<file path="src/rtl/mem_pkg.sv">
// rtl/mem_pkg.sv - shared widths and read-engine state encoding for the block RAM wrappers
package mem_pkg;
  localparam int ADDR_W = 10;
  localparam int DATA_W = 16;

  typedef enum logic [1:0] {
    IDLE  = 2'd0,
    RUN   = 2'd1,
    DRAIN = 2'd2,
    DONE  = 2'd3
  } rd_state_t;
endpackage

</file>
<file path="src/rtl/mem_burst_reader_if.sv">
// rtl/mem_burst_reader_if.sv - command, RAM read port and output stream bundle of the burst reader
interface mem_burst_reader_if;
  import mem_pkg::*;

  logic              cmd_valid;
  logic              cmd_ready;
  logic [ADDR_W-1:0] cmd_addr;
  logic [ADDR_W:0]   cmd_len;
  logic              mem_en;
  logic [ADDR_W-1:0] mem_addr;
  logic [DATA_W-1:0] mem_dout;
  logic              rd_valid;
  logic              rd_ready;
  logic [DATA_W-1:0] rd_data;
  logic              rd_last;
  logic              busy;
  logic              done;

  modport slave (
    input  cmd_valid, cmd_addr, cmd_len, mem_dout, rd_ready,
    output cmd_ready, mem_en, mem_addr, rd_valid, rd_data, rd_last, busy, done
  );

  modport master (
    output cmd_valid, cmd_addr, cmd_len, mem_dout, rd_ready,
    input  cmd_ready, mem_en, mem_addr, rd_valid, rd_data, rd_last, busy, done
  );
endinterface

</file>
<file path="src/rtl/mem_rd_skid_fifo.sv">
// rtl/mem_rd_skid_fifo.sv - 2-entry output buffer of {last, data} that absorbs the RAM read latency
module mem_rd_skid_fifo #(
  parameter int W = 17
) (
  input  logic         i_clk,
  input  logic         i_reset,
  input  logic         i_push,
  input  logic [W-1:0] i_push_data,
  input  logic         i_pop,
  output logic [1:0]   o_occ,
  output logic [W-1:0] o_head
);
  logic [W-1:0] r_mem [2];
  logic         r_wr_ptr;
  logic         r_rd_ptr;
  logic [1:0]   r_occ;
  logic         w_do_push;
  logic         w_do_pop;

  assign w_do_pop  = i_pop && (r_occ != 2'd0);
  // A push into a full buffer is only legal when the same edge frees an entry.
  assign w_do_push = i_push && ((r_occ != 2'd2) || w_do_pop);
  assign o_occ     = r_occ;
  assign o_head    = r_mem[r_rd_ptr];

  always_ff @(posedge i_clk) begin
    if (i_reset) begin
      r_mem[0] <= '0;
      r_mem[1] <= '0;
      r_wr_ptr <= 1'b0;
      r_rd_ptr <= 1'b0;
      r_occ    <= 2'd0;
    end else begin
      if (w_do_push) begin
        r_mem[r_wr_ptr] <= i_push_data;
        r_wr_ptr        <= ~r_wr_ptr;
      end
      if (w_do_pop) begin
        r_rd_ptr <= ~r_rd_ptr;
      end
      case ({w_do_push, w_do_pop})
        2'b10:   r_occ <= r_occ + 2'd1;
        2'b01:   r_occ <= r_occ - 2'd1;
        default: r_occ <= r_occ;
      endcase
    end
  end
endmodule

</file>
<file path="src/rtl/mem_burst_reader.sv">
// rtl/mem_burst_reader.sv - sequential burst read engine returning RAM words as a valid/ready stream
module mem_burst_reader
  import mem_pkg::*;
(
  input logic               i_clk,
  input logic               i_reset,
  mem_burst_reader_if.slave io_bus
);
  rd_state_t         r_state;
  rd_state_t         w_next;
  logic [ADDR_W-1:0] r_addr;
  logic [ADDR_W:0]   r_remaining;
  logic              r_inflight;
  logic              r_inflight_last;
  logic [1:0]        w_occ;
  logic [DATA_W:0]   w_head;
  logic              w_pop;
  logic              w_issue;
  logic              w_accept;
  logic [2:0]        w_pending;

  assign w_pop     = io_bus.rd_valid && io_bus.rd_ready;
  assign w_accept  = io_bus.cmd_valid && io_bus.cmd_ready;
  assign w_pending = {1'b0, w_occ} + {2'b00, r_inflight};

  always_comb begin
    w_next  = r_state;
    w_issue = 1'b0;
    case (r_state)
      IDLE: begin
        if (w_accept) begin
          w_next = (io_bus.cmd_len == '0) ? DONE : RUN;
        end
      end
      RUN: begin
        // Only issue when the returning word is guaranteed a buffer slot.
        w_issue = (r_remaining != '0) && (w_pending < (3'd2 + {2'b00, w_pop}));
        if (w_issue && (r_remaining == 1)) begin
          w_next = DRAIN;
        end
      end
      DRAIN: begin
        if (w_pop && w_head[DATA_W]) begin
          w_next = DONE;
        end
      end
      DONE:    w_next = IDLE;
      default: w_next = IDLE;
    endcase
  end

  always_ff @(posedge i_clk) begin
    if (i_reset) begin
      r_state         <= IDLE;
      r_addr          <= '0;
      r_remaining     <= '0;
      r_inflight      <= 1'b0;
      r_inflight_last <= 1'b0;
    end else begin
      r_state         <= w_next;
      r_inflight      <= w_issue;
      r_inflight_last <= w_issue && (r_remaining == 1);
      if (w_accept) begin
        r_addr      <= io_bus.cmd_addr;
        r_remaining <= io_bus.cmd_len;
      end else if (w_issue) begin
        r_addr      <= r_addr + 1'b1;
        r_remaining <= r_remaining - 1'b1;
      end
    end
  end

  mem_rd_skid_fifo #(.W(DATA_W + 1)) u_fifo (
    .i_clk       (i_clk),
    .i_reset     (i_reset),
    .i_push      (r_inflight),
    .i_push_data ({r_inflight_last, io_bus.mem_dout}),
    .i_pop       (w_pop),
    .o_occ       (w_occ),
    .o_head      (w_head)
  );

  assign io_bus.cmd_ready = (r_state == IDLE);
  assign io_bus.busy      = (r_state != IDLE);
  assign io_bus.done      = (r_state == DONE);
  assign io_bus.mem_en    = w_issue;
  assign io_bus.mem_addr  = r_addr;
  assign io_bus.rd_valid  = (w_occ != 2'd0);
  assign io_bus.rd_data   = w_head[DATA_W-1:0];
  assign io_bus.rd_last   = w_head[DATA_W];
endmodule
</file>
<file path="src/flat_wrapper.sv">
// flat-port wrapper written by rule: the top's interface ports become plain ports
module mem_burst_reader_flat import mem_pkg::*;
  (i_clk, i_reset, io_bus_cmd_valid, io_bus_cmd_addr, io_bus_cmd_len, io_bus_mem_dout, io_bus_rd_ready, io_bus_cmd_ready, io_bus_mem_en, io_bus_mem_addr, io_bus_rd_valid, io_bus_rd_data, io_bus_rd_last, io_bus_busy, io_bus_done);
  mem_burst_reader_if io_bus_i ();
  input logic i_clk;
  input logic i_reset;
  input wire logic [$bits(io_bus_i.cmd_valid)-1:0] io_bus_cmd_valid;
  input wire logic [$bits(io_bus_i.cmd_addr)-1:0] io_bus_cmd_addr;
  input wire logic [$bits(io_bus_i.cmd_len)-1:0] io_bus_cmd_len;
  input wire logic [$bits(io_bus_i.mem_dout)-1:0] io_bus_mem_dout;
  input wire logic [$bits(io_bus_i.rd_ready)-1:0] io_bus_rd_ready;
  output wire logic [$bits(io_bus_i.cmd_ready)-1:0] io_bus_cmd_ready;
  output wire logic [$bits(io_bus_i.mem_en)-1:0] io_bus_mem_en;
  output wire logic [$bits(io_bus_i.mem_addr)-1:0] io_bus_mem_addr;
  output wire logic [$bits(io_bus_i.rd_valid)-1:0] io_bus_rd_valid;
  output wire logic [$bits(io_bus_i.rd_data)-1:0] io_bus_rd_data;
  output wire logic [$bits(io_bus_i.rd_last)-1:0] io_bus_rd_last;
  output wire logic [$bits(io_bus_i.busy)-1:0] io_bus_busy;
  output wire logic [$bits(io_bus_i.done)-1:0] io_bus_done;
  assign io_bus_i.cmd_valid = io_bus_cmd_valid;
  assign io_bus_i.cmd_addr = io_bus_cmd_addr;
  assign io_bus_i.cmd_len = io_bus_cmd_len;
  assign io_bus_i.mem_dout = io_bus_mem_dout;
  assign io_bus_i.rd_ready = io_bus_rd_ready;
  assign io_bus_cmd_ready = io_bus_i.cmd_ready;
  assign io_bus_mem_en = io_bus_i.mem_en;
  assign io_bus_mem_addr = io_bus_i.mem_addr;
  assign io_bus_rd_valid = io_bus_i.rd_valid;
  assign io_bus_rd_data = io_bus_i.rd_data;
  assign io_bus_rd_last = io_bus_i.rd_last;
  assign io_bus_busy = io_bus_i.busy;
  assign io_bus_done = io_bus_i.done;
  mem_burst_reader u_core (.i_clk(i_clk), .i_reset(i_reset), .io_bus(io_bus_i));
endmodule
</file>
<file path="config.mk">
export PLATFORM = sky130hd
export DESIGN_NAME = mem_burst_reader_flat
export DESIGN_NICKNAME = d
export VERILOG_FILES = /design/src/rtl/mem_pkg.sv /design/src/rtl/mem_burst_reader_if.sv /design/src/rtl/mem_rd_skid_fifo.sv /design/src/rtl/mem_burst_reader.sv /design/src/flat_wrapper.sv
export SDC_FILE = /design/constraint.sdc
export NUM_CORES = 1
export LEC_CHECK = 0
export CAP_MARGIN = 25
export CORE_MARGIN = 2
export CORE_UTILIZATION = 35
export DETAILED_ROUTE_END_ITERATION = 8
export PLACE_DENSITY = 0.62
export SYNTH_ARGS = -nofsm -noshare
export SYNTH_HDL_FRONTEND = slang
export SYNTH_SLANG_ARGS = --single-unit
</file>
<file path="constraint.sdc">
create_clock -name i_clk -period 6.6 [get_ports i_clk]
set_clock_uncertainty 0.2 [all_clocks]
set_input_delay 0.99 -clock i_clk [delete_from_list [all_inputs] [get_ports i_clk]]
set_output_delay 0.99 -clock i_clk [all_outputs]
set_load 0.1 [all_outputs]
</file>
==> results.md, run 1 <==
* YS warnings at 0
* Initial Utilization at 35.71%
* Cell depth of the worst min-delay path at 2
* Post-synthesis cell type count at 48
* Wire length of the first global-routing pass at 11.97 mm
* NetSw at 922.9 uW
* Mean Syn Cell Area at 10.93 um2
* Full die area at 0.01013 mm2
* CTS Buf Count at 9
* Predominant post-synthesis flop cell: sky130_fd_sc_hd__edfxtp_1
* Cell area after synthesis at 0.003268 mm2
* Syn nets at 351
* Post-place instance area at 0.004091 mm2
* Fraction of power consumed by combinational cells at 49.2%
* Number of iterations in the first detailed-routing pass at 4
* Number of cells produced by synthesis at 299
* Post-layout net count at 422
* Top library cells by usage in the layout, fill and taps aside: 72 x sky130_fd_sc_hd__clkdlybuf4s50_1, 34 x sky130_fd_sc_hd__and2_1, 34 x sky130_fd_sc_hd__edfxtp_1
* Number of buffers and inverters on the critical path at 3
* Post-detailed-route via-to-cell ratio at 5.099
* Rel. slew slack at 33.10%
* Number of gates resized after CTS at 0
* Aggregate global-route resource usage at 14.93%
* RSZ-0062 raised after global routing: false
* Global placer's final weighted congestion at 0.8555
* Delay of the slowest critical-path stage at 1.14 ns
* Final setup fails at 0
* Hold_buf cts at 0
* Data required time at the worst endpoint at 5.41 ns
* Wire length after detailed routing at 7.290 mm
* Cell count after placement at 470
* Launch instance of the worst register-to-register path: u_core.u_fifo.o_occ[0]
* Post-synthesis to final-layout area growth at 32.39%
* Fraction of registers with async set or reset after synthesis at 0%
* Clock Tree Root: sky130_fd_sc_hd__clkbuf_8
* Tightest Hold Check Type: flop to flop
* Data arrival, critical path at 3.81 ns
* Power per cell area at 453.3 mW/mm2
* Net switching fraction of the power at 47.06%
* Initial antenna violation count at 0
* Source-to-sink clock delay at the later pin of the worst-skew pair at 0.35 ns
* Clock period minus final worst setup slack at 5.002 ns
* Largest net degree at the start of global routing at 41
* Fraction of layout instances using a drive strength above 1 at 12.80%
* Slowest cell on crit path: sky130_fd_sc_hd__clkdlybuf4s50_1
* Sequence of cells on the critical path: clkdlybuf4s50_1 -> o21ai_2 -> o21ai_2 -> nand3_1 -> inv_1 -> clkdlybuf4s50_1
* Final hold viol count at 0
* Sequential share of power at 30.2%
* Area of the core region at 0.009153 mm2
* Number of vias in the routed layout at 2478
* DIE WIDTH at 100.6 um
* Via count of the first global-routing pass at 2547
* Endpoint class of the critical path: output pin
* Layout Cell Area excl Fill at 0.004327 mm2
* Worst-margin pin slew at 1.000 ns
* CTS Sinks at 64
* Antenna cells at 0
* Setup TNS at 0 ns
* Final cell count without fillers at 486
* Number of maximum-capacitance violations at 0
* Portion of the post-synthesis area used by sequential elements at 49.62%
* DRT iter0 DRCs at 68
* Top achievable clock speed at 0.1999 GHz
* Biggest fanout along the worst timing path at 11
* Run status: finished, final reports clean
* Post-CTS clock slew at the launch and capture registers of the worst setup and hold paths at 0.07 ns
* Family with the most delay on the worst path: buffers and inverters
* Fraction of the cycle the final worst path needs at 75.79%
* Portion of total power attributed to the clock network at 20.7%
* Filler instances at 857
* Count of standard-cell rows at 35
* Worst-case reg-to-reg path depth at 5
* Number of synthesized flops with an enable pin at 34
* Type of the worst setup path: input pin to output pin
* Source of the worst hold timing path: u_core.io_bus.mem_addr[9]
* Count of antenna-violating nets left after detailed routing at 0
* Clock H-tree levels at 3
* Endpoint of the most critical register-to-register path: u_core.io_bus.mem_addr[9]
* Port-buffer cells at 72
* Kind of start point of the critical path: input pin
* Flop-to-flop setup slack at 3.77 ns
* Cell internal power dissipation at 1.038 mW
* Clock tree from TritonCTS: built
* Detail-routed net length per standard cell at 15.00 um
* Final Max Slew Viols at 0
* Global-route congestion overflow total at 0
* Die height at 100.6 um
* Total leakage power at 1.583 nW
* Most common library cell in the layout ignoring fill and taps: sky130_fd_sc_hd__clkdlybuf4s50_1
* Num ports at 73
* Setup fix buffers added after clock tree synthesis at 0
* Number of register bits inferred by synthesis at 64
* DRC Markers at 0
* HPWL Detailed at 4.967 mm
* Max Buffers Root-to-Sink at 2
* Maximum VDD drop at 0.0002070 V
* Hold Path End: u_core.io_bus.mem_addr[9]
-- area by class of cell --
class / count / area [um2] / area share [%]
clock buffers: 10 / 127.6 / 2.950
clock inverters: 6 / 107.6 / 2.487
inverters: 9 / 33.78 / 0.7808
multi-input cells: 211 / 1554 / 35.92
flip-flops and latches: 64 / 1622 / 37.48
well taps: 111 / 138.9 / 3.210
repair buffers: 75 / 743.2 / 17.18
-- layer usage --
metal / track usage (%) / vias to the layer above / wire (um)
li1: - / 1236 / -
met1: 20.05 / 1143 / 3677
met2: 22.97 / 82 / 3095
met3: 4.092 / 17 / 383
met4: 5.585 / 0 / 133
met5: 0 / - / 0
-- worst max path at each step --
stage / end / cells after the start / from / slack, ns
after floorplan: io_bus_mem_en / 5 / io_bus_rd_ready / 3.37
after global placement: io_bus_mem_en / 6 / io_bus_rd_ready / 1.71
after detailed placement: io_bus_mem_en / 6 / io_bus_rd_ready / 1.63
after CTS: io_bus_mem_en / 6 / io_bus_rd_ready / 1.62
after global routing: io_bus_mem_en / 6 / io_bus_rd_ready / 1.45
final: io_bus_mem_en / 6 / io_bus_rd_ready / 1.60
-- stage by stage --
stage                     power (mW)  utilization [%]  setup WS, ns  hold WS, ns
after floorplan                1.345                -         3.367       0.2725
after global placement         1.553            44.70         1.711       0.2932
after detailed placement       1.561            44.70         1.626       0.3029
after CTS                      1.971            47.27         1.616       0.3128
after global routing           2.057            47.27         1.450       0.3397
final                          1.961            47.27         1.598       0.3070
-- synth_stat cells (all sizes together), types with 2 or more instances --
cell type / instances / area share [%]
and2: 34 / 6.5
edfxtp: 34 / 31
dfxtp: 30 / 18
nor2: 28 / 3.2
mux2: 17 / 5.9
a211oi: 13 / 3.0
clkbuf: 12 / 1.4
nand3: 12 / 2.0
xor2: 12 / 3.2
ha: 11 / 4.2
inv: 9 / 1.0
nand2: 9 / 1.0
nor4: 9 / 2.8
o21ai: 8 / 1.5
nand4: 6 / 1.1
xnor2: 6 / 1.6
nor3: 5 / 0.77
a311oi: 4 / 1.1
nand2b: 4 / 0.77
or4: 4 / 0.92
buf: 3 / 0.69
nand4b: 3 / 1.0
o31ai: 3 / 0.69
a21oi: 2 / 0.31
o41ai: 2 / 1.1
or2: 2 / 0.38
or3: 2 / 0.38
-- worst register-to-register path, stage by stage, from the launching register on --
cell	delay [ns]
sky130_fd_sc_hd__dfxtp_1	0.47
sky130_fd_sc_hd__ha_1	0.30
sky130_fd_sc_hd__o21ai_2	0.43
sky130_fd_sc_hd__nand3_1	0.48
sky130_fd_sc_hd__or4_1	0.62
sky130_fd_sc_hd__a311oi_1	0.25
-- cells by family (layout without fill, tap and decap cells) --
kind of cell / Yosys count / after routing / share of synthesized area [%]
AND/OR/NAND/NOR: 124 / 124 / 22.47
adder cells (fa/ha/maj): 11 / 11 / 4.211
multiplexers: 18 / 18 / 6.164
flip-flops: 64 / 64 / 49.62
buffers and inverters: 24 / 100 / 3.101
AO/OA/AOI/OAI: 40 / 40 / 9.610
XOR/XNOR: 18 / 18 / 4.824
-- power by group through the flow --
stage / Sequential [mW] / Combinational (mW) / Clock [mW]
final: 0.591 / 0.964 / 0.405
after global routing: 0.606 / 1.02 / 0.427
after CTS: 0.593 / 0.967 / 0.412
after detailed placement: 0.601 / 0.960 / 0
after global placement: 0.598 / 0.955 / 0
after floorplan: 0.717 / 0.628 / 0
-- state kept, by name, indices dropped and copies added, names as in the netlist, named ones only --
signal and cells:
u_core.r_inflight_last 1, u_core.u_fifo.r_mem 34, u_core.u_fifo.o_occ 2, u_core.r_remaining 11
u_core.r_state 2, u_core.u_fifo.r_wr_ptr 1, u_core.u_fifo.r_rd_ptr 1, u_core.r_inflight 1
u_core.io_bus.mem_addr 10
Note: power is estimated with default switching activity, not from simulation.
==> run 2: changes to the inputs <==
--- a/config.mk
+++ b/config.mk
@@ -9,7 +9,7 @@
 export CORE_MARGIN = 2
 export CORE_UTILIZATION = 35
 export DETAILED_ROUTE_END_ITERATION = 8
-export PLACE_DENSITY = 0.62
+export PLACE_DENSITY = 0.64
 export SYNTH_ARGS = -nofsm -noshare
 export SYNTH_HDL_FRONTEND = slang
 export SYNTH_SLANG_ARGS = --single-unit
==> constraint.sdc (replaced) <==
create_clock -name i_clk -period 4.2 [get_ports i_clk]
set_clock_uncertainty 0.2 [all_clocks]
set_input_delay 0.63 -clock i_clk [delete_from_list [all_inputs] [get_ports i_clk]]
set_output_delay 0.63 -clock i_clk [all_outputs]
set_load 0.1 [all_outputs]
==> run 2 against run 1 <==
Against the previous run: clock-buffer cell count decreased by 1; global-route usage decreased by 0.23 points; non-clock buffer count increased by 1; critical path depth decreased by 2; core utilization decreased by 0.70 points; combinational power increased by 57%; die area unchanged; routed wire length decreased by 1.2%; critical path type is now flop to output pin; critical endpoint is now io_bus_busy; largest cell class unchanged; largest power group unchanged.
==> results.md, run 2 (synthesized netlist as in run 1, its figures left out) <==
* Run status: finished, final reports clean
* Flop-to-flop setup slack at 1.62 ns (-2.15 ns)
* Worst-case reg-to-reg path depth at 6 (+1)
* Number of maximum-capacitance violations at 0 (unchanged)
* Layout Cell Area excl Fill at 0.004263 mm2 (-1.5%)
* Net switching fraction of the power at 48.91% (+1.9 points)
* Worst hold margin at 0.3077 ns (+0.0006580 ns)
* Cell count after placement at 471 (+0.21%)
* Final hold viol count at 0 (unchanged)
* Post-synthesis to final-layout area growth at 30.44%
* Clock tree from TritonCTS: built
* Count of antenna-violating nets left after detailed routing at 0 (unchanged)
* Tightest Hold Check Type: flop to flop
* DIE WIDTH at 100.6 um (unchanged)
* Sequence of cells on the critical path: inv_1 -> ha_1 -> inv_1 -> clkdlybuf4s50_1
* Launch instance of the worst register-to-register path: u_core.u_fifo.o_occ[0]
* Setup ws final at 0.9858 ns (-0.6123 ns)
* Delay of the slowest critical-path stage at 1.16 ns (+0.02 ns)
* Full die area at 0.01013 mm2 (unchanged)
* Worst-margin pin slew at 1.010 ns (+0.01015 ns)
* Data arrival, critical path at 2.38 ns (-1.43 ns)
* Total power after layout at 2.961 mW (+51%)
* Source-to-sink clock delay at the later pin of the worst-skew pair at 0.34 ns (about the same)
* Endpoint class of the critical path: output pin
* Number of gates resized after CTS at 0 (unchanged)
* Final setup fails at 0 (unchanged)
* Endpoint of the most critical register-to-register path: u_core.io_bus.mem_addr[9]
* Most numerous cell on the critical path: sky130_fd_sc_hd__inv_1
* Source of the worst hold timing path: u_core.u_fifo.r_rd_ptr
* Setup TNS at 0 ns (unchanged)
* Max reg flops at 34 (unchanged)
* Kind of start point of the critical path: flop
* Fraction of the cycle the final worst path needs at 76.53%
* NetSw at 1.448 mW (+57%)
* Die height at 100.6 um (unchanged)
* Number of buffers and inverters on the critical path at 3 (unchanged)
* End point of the critical path: io_bus_busy
* Area of the core region at 0.009153 mm2 (unchanged)
* Num ports at 73 (unchanged)
* Family with the most delay on the worst path: buffers and inverters
* Cell depth of the worst setup path at 4 (-2)
* Source of the critical timing path: u_core.r_state[0]
* Wire length of the first global-routing pass at 11.63 mm (-2.8%)
* Top library cells by usage in the layout, fill and taps aside: 54 x sky130_fd_sc_hd__clkdlybuf4s50_1, 34 x sky130_fd_sc_hd__and2_1, 34 x sky130_fd_sc_hd__edfxtp_1
* Max Buffers Root-to-Sink at 2 (unchanged)
* Aggregate global-route resource usage at 14.70% (-0.23 points)
* Wire length after detailed routing at 7.202 mm (-1.2%)
* Post-layout net count at 423 (+0.24%)
* Number of iterations in the first detailed-routing pass at 4 (unchanged)
* Detail-routed net length per standard cell at 14.79 um (-1.4%)
* Maximum VDD drop at 0.0003851 V (+86%)
* DRT iter0 DRCs at 38 (-44%)
* Hold_buf cts at 0 (unchanged)
* Antenna cells at 0 (unchanged)
* Setup WS pre-CTS at 1.060 ns (-0.5654 ns)
* Largest net degree at the start of global routing at 35 (-15%)
* RSZ-0062 raised after global routing: false
* CTS Buf Count at 9 (unchanged)
* Port-buffer cells at 72 (unchanged)
* Data required time at the worst endpoint at 3.37 ns (-2.04 ns)
* Via count of the first global-routing pass at 2480 (-2.6%)
* Setup fix buffers added after clock tree synthesis at 0 (unchanged)
* Power per cell area at 694.5 mW/mm2 (+53%)
* Clock Tree Root: sky130_fd_sc_hd__clkbuf_8
* Rel. slew slack at 32.42% (-0.68 points)
* CTS Sinks at 64 (unchanged)
* Number of vias in the routed layout at 2443 (-1.4%)
* Global-route congestion overflow total at 0 (unchanged)
* Top achievable clock speed at 0.3111 GHz
* Most flops, register: u_core.u_fifo.r_mem
* Clock H-tree levels at 3 (unchanged)
* Total leakage power at 1.596 nW (+0.77%)
* Post-route core utilization at 46.58% (-0.70 points)
* Global placer's final weighted congestion at 0.9178 (+7.3%)
* Fraction of power consumed by combinational cells at 51.0% (+1.8 points)
* Count of standard-cell rows at 35 (unchanged)
* Initial Utilization at 35.71% (unchanged)
* Most common library cell in the layout ignoring fill and taps: sky130_fd_sc_hd__clkdlybuf4s50_1
* HPWL Detailed at 5.088 mm (+2.4%)
* Fraction of layout instances using a drive strength above 1 at 17.82% (+5.0 points)
* Sequential share of power at 31.4% (+1.2 points)
* Post-place instance area at 0.004066 mm2 (-0.61%)
* Final Max Slew Viols at 0 (unchanged)
* Biggest fanout along the worst timing path at 5 (-6)
* Clock period minus final worst setup slack at 3.214 ns
* Slowest cell on crit path: sky130_fd_sc_hd__clkdlybuf4s50_1
* Type of the worst setup path: flop to output pin
* Cell internal power dissipation at 1.513 mW (+46%)
* Post-CTS clock slew at the launch and capture registers of the worst setup and hold paths at 0.07 ns (about the same)
* Initial antenna violation count at 0 (unchanged)
* Post-detailed-route via-to-cell ratio at 5.016 (-1.6%)
* DRC Markers at 0 (unchanged)
* Portion of total power attributed to the clock network at 17.5% (-3.2 points)
* Final cell count without fillers at 487 (+0.21%)
==> run 2: cell count changes in the layout (fill, tap and decap cells not counted), sizes merged <==
cell,change
clkbuf,-1
bufinv,-2
clkinv,+3
clkdlybuf4s50,-18
buf,+19
==> run 2: cell type report <==
type                            count  area [um2]
Fill cell                         880        4890
Inverter                            9       33.78
Timing Repair Buffer               76       718.2
Sequential cell                    64        1622
Clock buffer                        9       123.9
Tap cell                          111       138.9
Clock inverter                      7       72.57
Multi-Input combinational cell    211        1554
==> run 2: how the worst min path moves through the flow <==
stage | to | slack, ns | cells past startpoint
final | flop | 0.31 | 2
after floorplan | flop | 0.27 | 2
after detailed placement | u_core.u_fifo.r_rd_ptr | 0.30 | 2
after global routing | u_core.io_bus.mem_addr[9] | 0.34 | 2
after CTS | flop | 0.32 | 2
after global placement | u_core.io_bus.mem_addr[9] | 0.29 | 2
==> run 2: layer usage <==
layer | part of all wire, % | GRT usage [%] | up-vias | wire length [um]
li1 | - | - | 1240 | -
met1 | 47 | 17.90 | 1113 | 3369
met2 | 46 | 24.67 | 84 | 3313
met3 | 6.1 | 4.924 | 6 | 436
met5 | 0 | 0 | - | 0
met4 | 1.1 | 4.426 | 0 | 82
==> run 2: worst reg2reg max path, stage by stage (launching register included) <==
cell	delay [ns]
sky130_fd_sc_hd__dfxtp_1	0.46
sky130_fd_sc_hd__ha_1	0.30
sky130_fd_sc_hd__o21ai_2	0.43
sky130_fd_sc_hd__nand3_1	0.13
sky130_fd_sc_hd__buf_4	0.21
sky130_fd_sc_hd__or4_1	0.50
sky130_fd_sc_hd__a311oi_1	0.25
==> run 2: power by group through the flow <==
stage / Clock (mW) / Combinational, mW / Sequential, mW
floorplan: 0 / 0.987 / 1.13
global placement: 0 / 1.50 / 0.941
detailed placement: 0 / 1.51 / 0.946
CTS: 0.536 / 1.52 / 0.933
global route: 0.565 / 1.60 / 0.951
finish: 0.519 / 1.51 / 0.930
